**config.mk**
```make
export PLATFORM = sky130hd
export DESIGN_NAME = sign_normalizer
export DESIGN_NICKNAME = d
export VERILOG_FILES = /design/src/rtl/sign_norm_pkg.sv /design/src/rtl/lead_sign_check.sv /design/src/rtl/sign_normalizer.sv
export SDC_FILE = /design/constraint.sdc
export NUM_CORES = 1
export LEC_CHECK = 0
export BUFFER_PORTS_ARGS = -buffer_cell sky130_fd_sc_hd__buf_4
export CAP_MARGIN = 20
export CORE_ASPECT_RATIO = 1.1
export CORE_MARGIN = 4
export CORE_UTILIZATION = 36
export CTS_BUF_LIST = sky130_fd_sc_hd__clkbuf_8
export CTS_CLUSTER_SIZE = 12
export DETAILED_ROUTE_END_ITERATION = 7
export GPL_TIMING_DRIVEN = 0
export PLACE_DENSITY_LB_ADDON = 0.1
export SLEW_MARGIN = 10
export SYNTH_ARGS = -nofsm -noshare
export SYNTH_HDL_FRONTEND = slang
export SYNTH_SLANG_ARGS = --single-unit
```
**constraint.sdc**
```tcl
create_clock -name clk -period 3.2 [get_ports clk]
set_clock_uncertainty 0.05 [all_clocks]
set_input_delay 0.32 -clock clk [delete_from_list [all_inputs] [get_ports clk]]
set_output_delay 0.32 -clock clk [all_outputs]
set_load 0.02 [all_outputs]
```
**src/rtl/sign_norm_pkg.sv**
```systemverilog
// Shared types and constants for the sign_normalizer block.
package sign_norm_pkg;

  typedef enum logic [1:0] {
    IDLE  = 2'd0,
    SHIFT = 2'd1,
    DONE  = 2'd2
  } state_e;

  localparam int unsigned BYTE_STEP     = 8;
  localparam int unsigned SIGN_RUN_BITS = 9;

endpackage

```
**src/rtl/lead_sign_check.sv**
```systemverilog
// Combinational leading-sign inspection of the working word.
// SIGN_NORM_BYTE_STEP_EN enables the 9-bit sign-run detector; otherwise byte_ok_o is tied low.
module lead_sign_check
  import sign_norm_pkg::*;
#(
  parameter int WIDTH = 64
) (
  input  logic [WIDTH-1:0] q_i,
  output logic             is_zero_o,
  output logic             byte_ok_o,
  output logic             bit_ok_o
);

`ifdef SIGN_NORM_BYTE_STEP_EN
  logic [SIGN_RUN_BITS-1:0] run;

  always_comb begin
    run       = q_i[WIDTH-1 -: SIGN_RUN_BITS];
    byte_ok_o = (run == '0) || (run == '1);
  end
`else
  always_comb begin
    byte_ok_o = 1'b0;
  end
`endif

  always_comb begin
    is_zero_o = (q_i == '0);
    bit_ok_o  = (q_i[WIDTH-1] == q_i[WIDTH-2]);
  end

endmodule

```
**src/rtl/sign_normalizer.sv**
```systemverilog
// Multi-cycle left-normalizer for signed words, reporting the shift count.
// SIGN_NORM_BYTE_STEP_EN adds 8-place steps; results are identical either way.
module sign_normalizer
  import sign_norm_pkg::*;
#(
  parameter  int WIDTH = 64,
  localparam int CNT_W = $clog2(WIDTH) + 1
) (
  input  logic             clk,
  input  logic             rst_n,
  input  logic             in_valid,
  output logic             in_ready,
  input  logic [WIDTH-1:0] in_data,
  output logic             out_valid,
  input  logic             out_ready,
  output logic [WIDTH-1:0] out_data,
  output logic [CNT_W-1:0] out_count,
  output logic             out_zero
);

  state_e           state_q;
  logic [WIDTH-1:0] data_q;
  logic [CNT_W-1:0] cnt_q;
  logic             zero_q;
  logic             in_ready_q;
  logic             out_valid_q;

  logic is_zero;
  logic byte_ok;
  logic bit_ok;

  lead_sign_check #(
    .WIDTH(WIDTH)
  ) u_check (
    .q_i      (data_q),
    .is_zero_o(is_zero),
    .byte_ok_o(byte_ok),
    .bit_ok_o (bit_ok)
  );

  // A byte step is only taken when 9 sign bits match, so it equals 8 single steps.
  always_ff @(posedge clk or negedge rst_n) begin
    if (!rst_n) begin
      state_q     <= IDLE;
      data_q      <= '0;
      cnt_q       <= '0;
      zero_q      <= 1'b0;
      in_ready_q  <= 1'b1;
      out_valid_q <= 1'b0;
    end else begin
      case (state_q)
        IDLE: begin
          if (in_valid && in_ready_q) begin
            data_q     <= in_data;
            cnt_q      <= '0;
            zero_q     <= 1'b0;
            in_ready_q <= 1'b0;
            state_q    <= SHIFT;
          end
        end
        SHIFT: begin
          if (is_zero) begin
            zero_q      <= 1'b1;
            cnt_q       <= CNT_W'(WIDTH);
            out_valid_q <= 1'b1;
            state_q     <= DONE;
          end else if (byte_ok) begin
            data_q <= data_q << BYTE_STEP;
            cnt_q  <= cnt_q + CNT_W'(BYTE_STEP);
          end else if (bit_ok) begin
            data_q <= data_q << 1;
            cnt_q  <= cnt_q + CNT_W'(1);
          end else begin
            out_valid_q <= 1'b1;
            state_q     <= DONE;
          end
        end
        DONE: begin
          if (out_ready) begin
            out_valid_q <= 1'b0;
            in_ready_q  <= 1'b1;
            state_q     <= IDLE;
          end
        end
        default: begin
          state_q     <= IDLE;
          in_ready_q  <= 1'b1;
          out_valid_q <= 1'b0;
        end
      endcase
    end
  end

  always_comb begin
    in_ready  = in_ready_q;
    out_valid = out_valid_q;
    out_data  = data_q;
    out_count = cnt_q;
    out_zero  = zero_q;
  end

endmodule

```
==> impl_metrics.tcl <==
set metrics [dict create \
    clock_latency_ns 0.36 \
    post-route-drc-count 0 \
    drt-wirelength-per-cell_um 19.3 \
    yosys.area.top_type "sky130_fd_sc_hd__dfrtp_1" \
    setup_cp_type "flop to flop" \
    top_level_ports 142 \
    htree_num_levels 3 \
    ys.warnings.count 0 \
    postSynthNetCount 584 \
    ranking_of_synthesized_cells_by_area "sky130_fd_sc_hd__dfrtp_1 42%, sky130_fd_sc_hd__o211a_1 13%, sky130_fd_sc_hd__a22oi_1 9.4%" \
    startpoint_of_the_worst_hold_path "out_ready" \
    drt_iter0_drc 387 \
    cts_root_buffer "sky130_fd_sc_hd__clkbuf_8" \
    cts_buffer_depth 2 \
    synth-main-ff-cell "sky130_fd_sc_hd__dfrtp_1" \
    die_height_um 125 \
    synthesis.area_per_instance_um2 8.68 \
    die_width_um 114 \
    hpwlAfterDp_mm 11.5 \
    area_growth_syn_to_layout_pct 34.7 \
    min_period_over_period_pct 91.9 \
    synth-xor-area-share_pct 0 \
    critPathRequiredTime_ns 3.39 \
    routed-via-count 4794 \
    design.final.nets 738 \
    layout_min_cycle_time_ns 2.94 \
    die-area_um2 14200 \
    cellLeakagePower_nw 3.01 \
    cts_sinks 76 \
    irDropWorstVdd_v 0.000378 \
    rr_endpoint "out_data[3]" \
    most_instantiated_cells_after_synthesis "75 x sky130_fd_sc_hd__dfrtp_1, 70 x sky130_fd_sc_hd__nand2_1, 67 x sky130_fd_sc_hd__nor2_1, 65 x sky130_fd_sc_hd__o21ai_0" \
    synth.lib_cells_used.distinct 39 \
    syn_inst 514 \
    setup_repair_after_global_routing_missed_its_margin "no" \
    cts.repair_timing.setup_buffer_count 0 \
    grt_use_total_pct 22.1 \
    reg2reg_setup_slack_ns 0.26 \
    aggregate_global_routing_overflow 0 \
    via_per_inst 5.80 \
    hold_ws_ns 0.106 \
    grt_start_max_net_pins 77 \
    timing.hold.worst.class "input pin to flop" \
    maxClockFrequency_ghz 0.340 \
    seq_area_frac_synth_pct 42.6 \
    synth_seq_cells 76 \
    synth_most_common_cell "sky130_fd_sc_hd__dfrtp_1" \
    std_cell_rows 42 \
    clkSlewWorstSetupHoldPaths_ns 0.08 \
    area.sequential_um2 1900 \
    power.density_cell_area_nw_per_um2 811 \
    worst_slew_margin_rel_pct 47.3 \
    max_cap_viols 0 \
    finalWeightedCongestion 0.855 \
    aggregate_routed_wire_length_mm 16.0 \
    critPathCaptureType "flop" \
    crit_end "out_data[3]" \
    drt_first_pass_iters 5 \
    crit_path_start "out_data[62]" \
    reg2reg_depth 7 \
    post_synth_mux_area_share_pct 1.12 \
    setup_viol 0 \
    antennaDiodeCount 0 \
    synth-adder-area-share_pct 0.561 \
    post_synth_instance_area_um2 4460 \
    setup_total_negative_slack_ns 0 \
    fillerInstances 1226 \
    synth-edff-count 0 \
    grt_pass1_vias 4698 \
    grt_pass1_wl_mm 25.2 \
    core-area_um2 12100 \
    cts_tree "done" \
    yosysTopAreaCellShare_pct 42.1 \
    run_status "completed" \
    report.final.hold_viol_count 0 \
    max_slew.worst_pin.slew_ns 0.791 \
    io_buffer_count 141 \
    post_synth_and_or_nand_nor_area_fraction_pct 17.3 \
    compound_gate_fraction_of_synth_area_pct 33.4 \
    layout-drive-gt1-share_pct 24.8 \
    worst-path-max-fanout 10 \
    asyncSetResetFlopFracSynth_pct 100 \
    r2r-start "out_data[62]" \
    cts_made_buffers 9 \
    timing_max_transition_violations_final 0 \
    main_combinational_cell_family_by_area_after_synthesis "compound AO/OA/AOI/OAI gates" \
    area_used_by_multi_input_combinational_logic_um2 2340 \
    worstSetupStartpointType "flop" \
    start_util_pct 36.9 \
    grt_antenna_before_repair 0 \
    critical_path_arrival_ns 3.13 \
    drt.antenna.violating_nets 0 \
]
critical path: stages, from the launching register on:
cell and delay (ns):
sky130_fd_sc_hd__dfrtp_1 0.47, sky130_fd_sc_hd__inv_1 0.07, sky130_fd_sc_hd__ha_1 0.39, sky130_fd_sc_hd__nor2_1 0.46
sky130_fd_sc_hd__clkbuf_1 0.46, sky130_fd_sc_hd__buf_1 0.48, sky130_fd_sc_hd__a22oi_1 0.20, sky130_fd_sc_hd__o211a_1 0.25
layer usage:
| metal | track usage, % | share of wire, % | up-vias |
|---|---|---|---|
| met5 | 0 | 0 | - |
| met4 | 7.62 | 1.5 | 0 |
| met3 | 3.11 | 5.4 | 16 |
| met2 | 34.8 | 48 | 172 |
| met1 | 31.1 | 45 | 2377 |
| li1 | - | - | 2229 |
placed cells by master, fill, tap and decap left out, types with 2 or more instances in the layout:
cell type                   instances
sky130_fd_sc_hd__a211oi_1           2
sky130_fd_sc_hd__nand2_1           70
sky130_fd_sc_hd__o21ai_0           64
sky130_fd_sc_hd__buf_2              4
sky130_fd_sc_hd__buf_4            141
sky130_fd_sc_hd__a31oi_1            8
sky130_fd_sc_hd__or4_1              3
sky130_fd_sc_hd__bufinv_16          4
sky130_fd_sc_hd__nand3_1            5
sky130_fd_sc_hd__nor2_1            67
sky130_fd_sc_hd__mux2i_1            5
sky130_fd_sc_hd__inv_1              7
sky130_fd_sc_hd__and3_1             2
sky130_fd_sc_hd__o211a_1           56
sky130_fd_sc_hd__nor2b_1            3
sky130_fd_sc_hd__o31ai_1            3
sky130_fd_sc_hd__a41oi_1            2
sky130_fd_sc_hd__buf_1              2
sky130_fd_sc_hd__nand4_1            2
sky130_fd_sc_hd__clkbuf_1          40
sky130_fd_sc_hd__and4_1             4
sky130_fd_sc_hd__a22oi_1           56
sky130_fd_sc_hd__dfrtp_1           75
sky130_fd_sc_hd__a21oi_1            6
sky130_fd_sc_hd__ha_1               2
sky130_fd_sc_hd__nor4_1            10
sky130_fd_sc_hd__buf_6              2
sky130_fd_sc_hd__clkbuf_8           9
stage by stage:
stage          total power [mW]  instances  utilization, %  cell area [um^2]  worst slack (ns)
6_report                   4.87        827            49.7              6010             0.260
5_1_grt                    5.16        827            49.7              6010             0.146
4_1_cts                    4.89        825            49.4              5970            0.0620
3_5_place_dp               3.92        809            47.3              5710            0.0622
3_3_place_gp               3.87        809            47.3              5710             0.159
2_1_floorplan              2.88        514               -              4460             0.849
report_power, final:
part	internal (mW)	leakage, nW	switching (mW)
clock	0.591	0.136	0.372
sequential	1.33	0.991	0.484
combinational	0.962	1.89	1.14
worst min-delay path by stage:
stage              endpoint  slack [ns]  depth (start not counted)
2_1_floorplan  out_count[0]       -0.03                          0
6_report         state_q[1]        0.11                          2
4_1_cts          state_q[1]        0.09                          2
5_1_grt          state_q[1]         0.1                          2
3_3_place_gp      out_valid        0.45                          2
3_5_place_dp       out_zero        0.46                          2
kinds of logic (layout without fill, tap and decap cells):
family	Yosys count	after routing
AO/OA/AOI/OAI	203	203
AND/OR/NAND/NOR	174	174
flip-flops	76	76
buffers and inverters	54	213
multiplexers	5	5
adder cells (fa/ha/maj)	2	2
registers in the layout (all words and copies together) (netlist names):
name       cells
out_data      64
out_zero       1
out_count      7
out_valid      1
state_q        2
in_ready       1
what timing repair did:
item / CTS / global route
hold buffers: 0 / 1
setup endpoints to repair: 0 / 44
resized for setup: 0 / 3
endpoints found under the hold margin: 0 / 19
layout make-up:
| cell class | count | area share (%) |
|---|---|---|
| multi-input combinational | 384 | 38.9 |
| clock buffer | 9 | 2.06 |
| sequential | 76 | 31.7 |
| clock inverter | 7 | 2.21 |
| buffer | 49 | 3.41 |
| inverter | 5 | 0.312 |
| timing repair buffer | 143 | 18.2 |
| tap | 154 | 3.21 |
No activity file was read; power rests on OpenSTA's default activity.
